===== config.mk =====
export PLATFORM = sky130hd
export DESIGN_NAME = alu_op_sequencer
export DESIGN_NICKNAME = d
export VERILOG_FILES = /design/src/rtl/cpu_ctrl_pkg.sv /design/src/rtl/onehot_decoder.sv /design/src/rtl/alu_op_sequencer.sv
export SDC_FILE = /design/constraint.sdc
export NUM_CORES = 1
export LEC_CHECK = 0
export BUFFER_PORTS_ARGS = -buffer_cell sky130_fd_sc_hd__buf_2
export CAP_MARGIN = 20
export CORE_MARGIN = 2
export CORE_UTILIZATION = 43
export DETAILED_ROUTE_END_ITERATION = 10
export PLACE_DENSITY = 0.71
export SETUP_SLACK_MARGIN = 0.1
export SLEW_MARGIN = 30
export SYNTH_ARGS = -nofsm -noshare
export SYNTH_HDL_FRONTEND = slang
export SYNTH_SLANG_ARGS = --single-unit
export TNS_END_PERCENT = 20

===== constraint.sdc =====
create_clock -name clk -period 1.7 [get_ports clk]
set_input_delay 0.255 -clock clk [delete_from_list [all_inputs] [get_ports clk]]
set_output_delay 0.255 -clock clk [all_outputs]
set_load 0.02 [all_outputs]

===== src/rtl/cpu_ctrl_pkg.sv =====
// ---------------------------------------------------------------------------
// cpu_ctrl_pkg
// Shared definitions for the single-bus CPU control path: the ALU operation
// sequencer state type, default datapath widths, and the ALU opcode
// constants that the sequencer, the ALU and the instruction decoder all
// agree on.
// ---------------------------------------------------------------------------
package cpu_ctrl_pkg;

    // Default datapath geometry.
    localparam int W_DEFAULT     = 16;
    localparam int NREGS_DEFAULT = 8;
    localparam int REGW_DEFAULT  = $clog2(NREGS_DEFAULT);
    localparam int OPW_DEFAULT   = 4;

    // ALU opcodes. Code 0 is a no-op; the sequencer presents 0 to the ALU
    // whenever no operation is being evaluated.
    localparam logic [OPW_DEFAULT-1:0] ALU_NOP   = 4'h0;
    localparam logic [OPW_DEFAULT-1:0] ALU_ADD   = 4'h1;
    localparam logic [OPW_DEFAULT-1:0] ALU_SUB   = 4'h2;
    localparam logic [OPW_DEFAULT-1:0] ALU_AND   = 4'h3;
    localparam logic [OPW_DEFAULT-1:0] ALU_OR    = 4'h4;
    localparam logic [OPW_DEFAULT-1:0] ALU_XOR   = 4'h5;
    localparam logic [OPW_DEFAULT-1:0] ALU_SLL   = 4'h6;
    localparam logic [OPW_DEFAULT-1:0] ALU_SRL   = 4'h7;
    localparam logic [OPW_DEFAULT-1:0] ALU_PASSB = 4'h8;

    // Sequencer bus schedule: idle, first operand to Y, second operand
    // through the ALU into Z, Z written back to the destination register.
    typedef enum logic [1:0] {
        IDLE = 2'd0,
        SRC1 = 2'd1,
        SRC2 = 2'd2,
        WB   = 2'd3
    } seq_state_t;

endpackage


===== src/rtl/onehot_decoder.sv =====
// ---------------------------------------------------------------------------
// onehot_decoder
// Binary index to one-hot decoder with enable. Indices at or beyond OUT_W
// decode to all zeros.
//
// Ports:
//   en      in   1       decoder enable; output is all zeros when low
//   idx     in   IN_W    binary index
//   onehot  out  OUT_W   one-hot result (bit idx set when en)
// ---------------------------------------------------------------------------
module onehot_decoder #(
    parameter int IN_W  = 3,
    parameter int OUT_W = 1 << IN_W
) (
    input  logic             en,
    input  logic [IN_W-1:0]  idx,
    output logic [OUT_W-1:0] onehot
);

    // NOTE: combinational outputs get a default before any conditional
    // assignment so no path leaves them unassigned (which would infer a latch).
    always_comb begin
        onehot = '0;
        for (int i = 0; i < OUT_W; i++) begin
            if (en && (idx == IN_W'(i))) begin
                onehot[i] = 1'b1;
            end
        end
    end

endmodule


===== src/rtl/alu_op_sequencer.sv =====
// ---------------------------------------------------------------------------
// alu_op_sequencer
// Control sequencer for the single-bus datapath. Runs one register-register
// or register-immediate ALU operation as a fixed three-cycle bus schedule:
//   SRC1: rs1 onto the bus, latched into Y
//   SRC2: rs2 (or the immediate) onto the bus, ALU result latched into Z
//   WB  : Z onto the bus, latched into rd
// Exactly one source drives the shared bus in any cycle. A new request can
// be accepted in WB, giving one operation every three cycles.
//
// Ports:
//   clk          in   1      clock
//   reset        in   1      synchronous, active-high reset
//   start        in   1      request; accepted at an edge where start && ready
//   op           in   OPW    ALU opcode (sampled on accept)
//   rs1/rs2/rd   in   REGW   source / destination indices (sampled on accept)
//   imm_sel      in   1      1: second operand is imm instead of rs2
//   imm          in   W      immediate (sampled on accept)
//   ready        out  1      request can be accepted this cycle
//   done         out  1      pulse during the write-back cycle
//   reg_out_en   out  1      register file drives the bus
//   reg_out_sel  out  REGW   register driving the bus (0 when not driving)
//   reg_in_en    out  NREGS  one-hot register latch enable (WB only)
//   imm_out_en   out  1      immediate driver enables the bus
//   imm_bus      out  W      latched immediate value
//   Y_in         out  1      Y latch strobe
//   alu_op       out  OPW    opcode presented to the ALU (0 outside SRC2)
//   Z_in         out  1      Z latch strobe
//   Z_out        out  1      Z drives the bus
//   op_count     out  16     completed operations, wraps
// ---------------------------------------------------------------------------
module alu_op_sequencer
    import cpu_ctrl_pkg::*;
#(
    parameter int W     = W_DEFAULT,
    parameter int NREGS = NREGS_DEFAULT,
    parameter int REGW  = $clog2(NREGS),
    parameter int OPW   = OPW_DEFAULT
) (
    input  logic             clk,
    input  logic             reset,
    input  logic             start,
    input  logic [OPW-1:0]   op,
    input  logic [REGW-1:0]  rs1,
    input  logic [REGW-1:0]  rs2,
    input  logic [REGW-1:0]  rd,
    input  logic             imm_sel,
    input  logic [W-1:0]     imm,
    output logic             ready,
    output logic             done,
    output logic             reg_out_en,
    output logic [REGW-1:0]  reg_out_sel,
    output logic [NREGS-1:0] reg_in_en,
    output logic             imm_out_en,
    output logic [W-1:0]     imm_bus,
    output logic             Y_in,
    output logic [OPW-1:0]   alu_op,
    output logic             Z_in,
    output logic             Z_out,
    output logic [15:0]      op_count
);

    seq_state_t      state;
    seq_state_t      state_next;
    logic            accept;
    logic            writeback;

    // Operand latches, captured when a request is accepted.
    logic [OPW-1:0]  op_q;
    logic [REGW-1:0] rs1_q;
    logic [REGW-1:0] rs2_q;
    logic [REGW-1:0] rd_q;
    logic            imm_sel_q;
    logic [W-1:0]    imm_q;

    // ------------------------------------------------------------------
    // State register
    // ------------------------------------------------------------------
    // NOTE: all clocked state uses non-blocking assignments so every
    // register samples pre-edge values, independent of block ordering.
    always_ff @(posedge clk) begin
        if (reset) begin
            state <= IDLE;
        end else begin
            state <= state_next;
        end
    end

    // ------------------------------------------------------------------
    // Next state and strobes. Strobes depend only on the state register
    // and the operand latches; ready depends on the state alone.
    // ------------------------------------------------------------------
    always_comb begin
        state_next  = state;
        ready       = 1'b0;
        done        = 1'b0;
        writeback   = 1'b0;
        reg_out_en  = 1'b0;
        reg_out_sel = '0;
        imm_out_en  = 1'b0;
        Y_in        = 1'b0;
        alu_op      = '0;
        Z_in        = 1'b0;
        Z_out       = 1'b0;

        case (state)
            IDLE: begin
                ready = 1'b1;
                if (start) state_next = SRC1;
            end
            SRC1: begin
                reg_out_en  = 1'b1;
                reg_out_sel = rs1_q;
                Y_in        = 1'b1;
                state_next  = SRC2;
            end
            SRC2: begin
                if (imm_sel_q) begin
                    imm_out_en = 1'b1;
                end else begin
                    reg_out_en  = 1'b1;
                    reg_out_sel = rs2_q;
                end
                alu_op     = op_q;
                Z_in       = 1'b1;
                state_next = WB;
            end
            WB: begin
                // Z_in is low here, so Z drives the result it captured in SRC2.
                Z_out      = 1'b1;
                writeback  = 1'b1;
                done       = 1'b1;
                ready      = 1'b1;
                state_next = start ? SRC1 : IDLE;
            end
            default: state_next = IDLE;
        endcase
    end

    assign accept  = start && ready;
    assign imm_bus = imm_q;

    // ------------------------------------------------------------------
    // Operand latches
    // ------------------------------------------------------------------
    always_ff @(posedge clk) begin
        if (reset) begin
            op_q      <= '0;
            rs1_q     <= '0;
            rs2_q     <= '0;
            rd_q      <= '0;
            imm_sel_q <= 1'b0;
            imm_q     <= '0;
        end else if (accept) begin
            op_q      <= op;
            rs1_q     <= rs1;
            rs2_q     <= rs2;
            rd_q      <= rd;
            imm_sel_q <= imm_sel;
            imm_q     <= imm;
        end
    end

    // ------------------------------------------------------------------
    // Completed-operation counter; an operation completes at the edge
    // ending its WB cycle. Wraps naturally at 16 bits.
    // ------------------------------------------------------------------
    always_ff @(posedge clk) begin
        if (reset) begin
            op_count <= '0;
        end else if (state == WB) begin
            op_count <= op_count + 16'd1;
        end
    end

    // ------------------------------------------------------------------
    // Destination latch enable, asserted only during write-back.
    // ------------------------------------------------------------------
    onehot_decoder #(
        .IN_W  (REGW),
        .OUT_W (NREGS)
    ) u_rd_decoder (
        .en     (writeback),
        .idx    (rd_q),
        .onehot (reg_in_en)
    );

endmodule

==> impl_metrics.py <==
metrics = {
    "routing": {
        "drtPass1Iterations": 4,
        "postRouteAntennaNets": 0,
        "avgRoutedWirePerCell_um": 12.4,
        "num_vias": 2096,
        "drt-total-wl_mm": 5.33,
        "initialDrtViolationCount": 86,
        "vias_per_cell": 4.90,
        "drc_errors": 0,
    },
    "placement": {
        "dp_hpwl_mm": 3.50,
        "dp.cells": 411,
        "placed_cell_area_mm2": 0.00271,
        "place.gp.congestion": 0.787,
        "io_buffers": 86,
    },
    "final_layout": {
        "instances_no_fill": 428,
        "antenna_cells": 0,
        "area_growth_pct": 46.3,
        "nets": 400,
        "fin_area_mm2": 0.00311,
        "drive_above_1_share_pct": 41.3,
        "nFillCells": 438,
        "multi_input_area_mm2": 0.00126,
        "seq_area_um2": 970,
    },
    "clock_tree": {
        "cts-root-buf": "clkbuf_8",
        "path_clk_slew_ns": 0.09,
        "cts_made_buffers": 5,
        "cts.sinks": 48,
        "cts_max_level": 2,
        "insertion_delay_ns": 0.30,
        "cts_max_path_buffers": 2,
        "cts_tree": "built",
    },
    "setup_path": {
        "cp_data_arrival_time_ns": 1.88,
        "crit_path_end_kind": "flop",
        "worstPathRequired_ns": 1.89,
        "worstSetupPathType": "reg -> reg",
        "cp-start-kind": "flop",
        "crit_path_max_fanout": 8,
    },
    "power": {
        "seqPwrFrac_pct": 37.0,
        "netSwitchingFraction_pct": 37.7,
        "max-vdd-ir-drop_mv": 0.686,
        "switchingPower_uw": 1520,
        "p_total_uw": 4040,
        "internal_power_uw": 2520,
        "powerDensity_mw_per_mm2": 1300,
        "p_clk_share_pct": 20.1,
        "share_comb_of_total_power_pct": 42.9,
        "leakage_uw": 0.00141,
    },
    "sta": {
        "drv_slew": 0,
        "setup_viol": 0,
        "period_minus_slack_ns": 1.68,
        "worstMarginPinSlew_ns": 0.365,
        "hold_viol": 0,
        "fmax_mhz": 594,
        "slew_headroom_pct": 75.6,
        "setup_tns_ns": 0,
        "fin_crit_sh_pct": 99.1,
        "fin_skew_ns": 0.00727,
        "rsz0062_at_grt": "true",
    },
    "synth": {
        "yosysSeqAreaShare_pct": 45.3,
        "avgSynthCellArea_um2": 8.07,
        "synth_cell_types": 30,
        "yosys.area.top_type": "dfxtp_1",
        "synth_edf_count": 0,
        "synth_common_cells": "nand2_1, dfxtp_1, a21oi_1",
        "yosysMostFrequentCell": "nand2_1",
        "synth_top_area_share_pct": 45.3,
        "synthesis.nets": 303,
        "synth_warnings": 0,
        "synth_area_leaders": "dfxtp_1, nand2_1, a21oi_1",
        "yosys_register_bits": 48,
        "synth_area_mm2": 0.00212,
        "syn-instance-count": 263,
        "synthFlopType": "dfxtp_1",
        "async_flop_share_pct": 0,
    },
    "global_routing": {
        "first_global_vias": 1861,
        "grt_pass1_wl_mm": 8.21,
        "grt_remaining_overflow": 0,
        "grt_max_degree": 31,
        "grt_use_total_pct": 18.9,
        "antenna_found_initial": 0,
    },
    "flow_run": {
        "cap_violations": 0,
    },
    "floorplan": {
        "core_mm2": 0.00475,
        "die_x_um": 74.3,
        "dieArea_mm2": 0.00552,
        "die_h_um": 74.3,
        "row_count": 25,
        "initial_core_util_pct": 44.7,
        "io_pins": 87,
    },
    "run_status": {
        "run_status": "completed",
    },
    "hold_path": {
        "hold_class": "in -> reg",
    },
}
[through the flow]
step	setup slack [ns]	hold WS, ns	util [%]
2_1_floorplan	0.0947	0.391	-
3_3_place_gp	0.117	0.439	56.9
3_5_place_dp	0.0385	0.443	56.9
4_1_cts	0.0431	0.173	62.0
5_1_grt	-0.0483	0.177	65.3
6_report	0.0154	0.180	65.3
[worst max-delay path: stages, from the launching register on]
cell and delay [ns]:
dfxtp_4 0.39, buf_4 0.13, ha_4 0.23, nand3_2 0.19, nor4_2 0.27, mux2_2 0.37
[layout by cell type, fill, tap and decap left out, types with 3 or more instances in the layout]
cell and count:
buf_6 6, buf_2 67, clkbuf_8 5, xor2_1 3, o31ai_1 4, nor2b_1 5, nor4_2 3, and2_1 5
nand4_4 3, inv_1 4, a22oi_1 3, nand2b_1 3, nor2_1 20, dfxtp_1 45, nand2_1 66, or4_1 3
buf_4 28, mux2_2 4, ha_4 4, a21oi_1 35, nand4_1 3
[timing repair]
action	CTS	global route
setup endpoints to repair	39	48
resized for setup	24	35
pin swaps	5	6
cloned	0	1
setup buffers	6	2
hold buffers	0	0
[final timing paths]
| check | start | end | slack [ns] | cells past startpoint |
|---|---|---|---|---|
| setup / recovery | state[0] | op_count[12] | 0.02 | 5 |
| hold / removal | imm_sel | imm_sel_q | 0.18 | 3 |
| setup reg to reg | state[0] | op_count[12] | 0.02 | 5 |
| hold reg to reg | op_q[0] | op_q[0] | 0.45 | 2 |
[area by class of cell]
type                    instances  share of cell area (%)
clock buffers                   6                    2.34
clock inverters                 2                    1.13
inverters                       7                    1.01
multi-input cells             195                    40.6
flip-flops and latches         48                    31.2
well taps                      67                    2.70
repair buffers                103                    21.0
[sequential cells by signal, indices dropped and copies added (netlist names)]
register	cells
state	2
op_q	4
imm_sel_q	1
op_count	16
rs1_q	3
rs2_q	3
imm_bus	16
rd_q	3
[cell families (layout without fill, tap and decap cells)]
kind of cell | after synthesis | after routing | share of synthesized area, %
buffers and inverters | 21 | 118 | 4.12
AO/OA/AOI/OAI | 48 | 48 | 12.5
XOR/XNOR | 4 | 4 | 1.65
multiplexers | 7 | 7 | 3.59
adder cells (fa/ha/maj) | 7 | 7 | 4.12
AND/OR/NAND/NOR | 128 | 129 | 28.8
flip-flops | 48 | 48 | 45.3
[power by group through the flow]
| stage | clock, µW | combinational [µW] | sequential, µW |
|---|---|---|---|
| after global routing | 870 | 1900 | 1530 |
| after global placement | 0 | 1410 | 1490 |
| after CTS | 836 | 1680 | 1480 |
| final | 812 | 1730 | 1490 |
| after detailed placement | 0 | 1430 | 1490 |
| after floorplan | 0 | 833 | 1600 |
[per-layer routing]
metal	global-route usage, %	share of wire (%)
met5	0	0
met1	23.8	43
met2	32.1	51
met3	4.34	4.6
met4	5.95	1.1
Note: power is estimated with default switching activity, not from simulation.
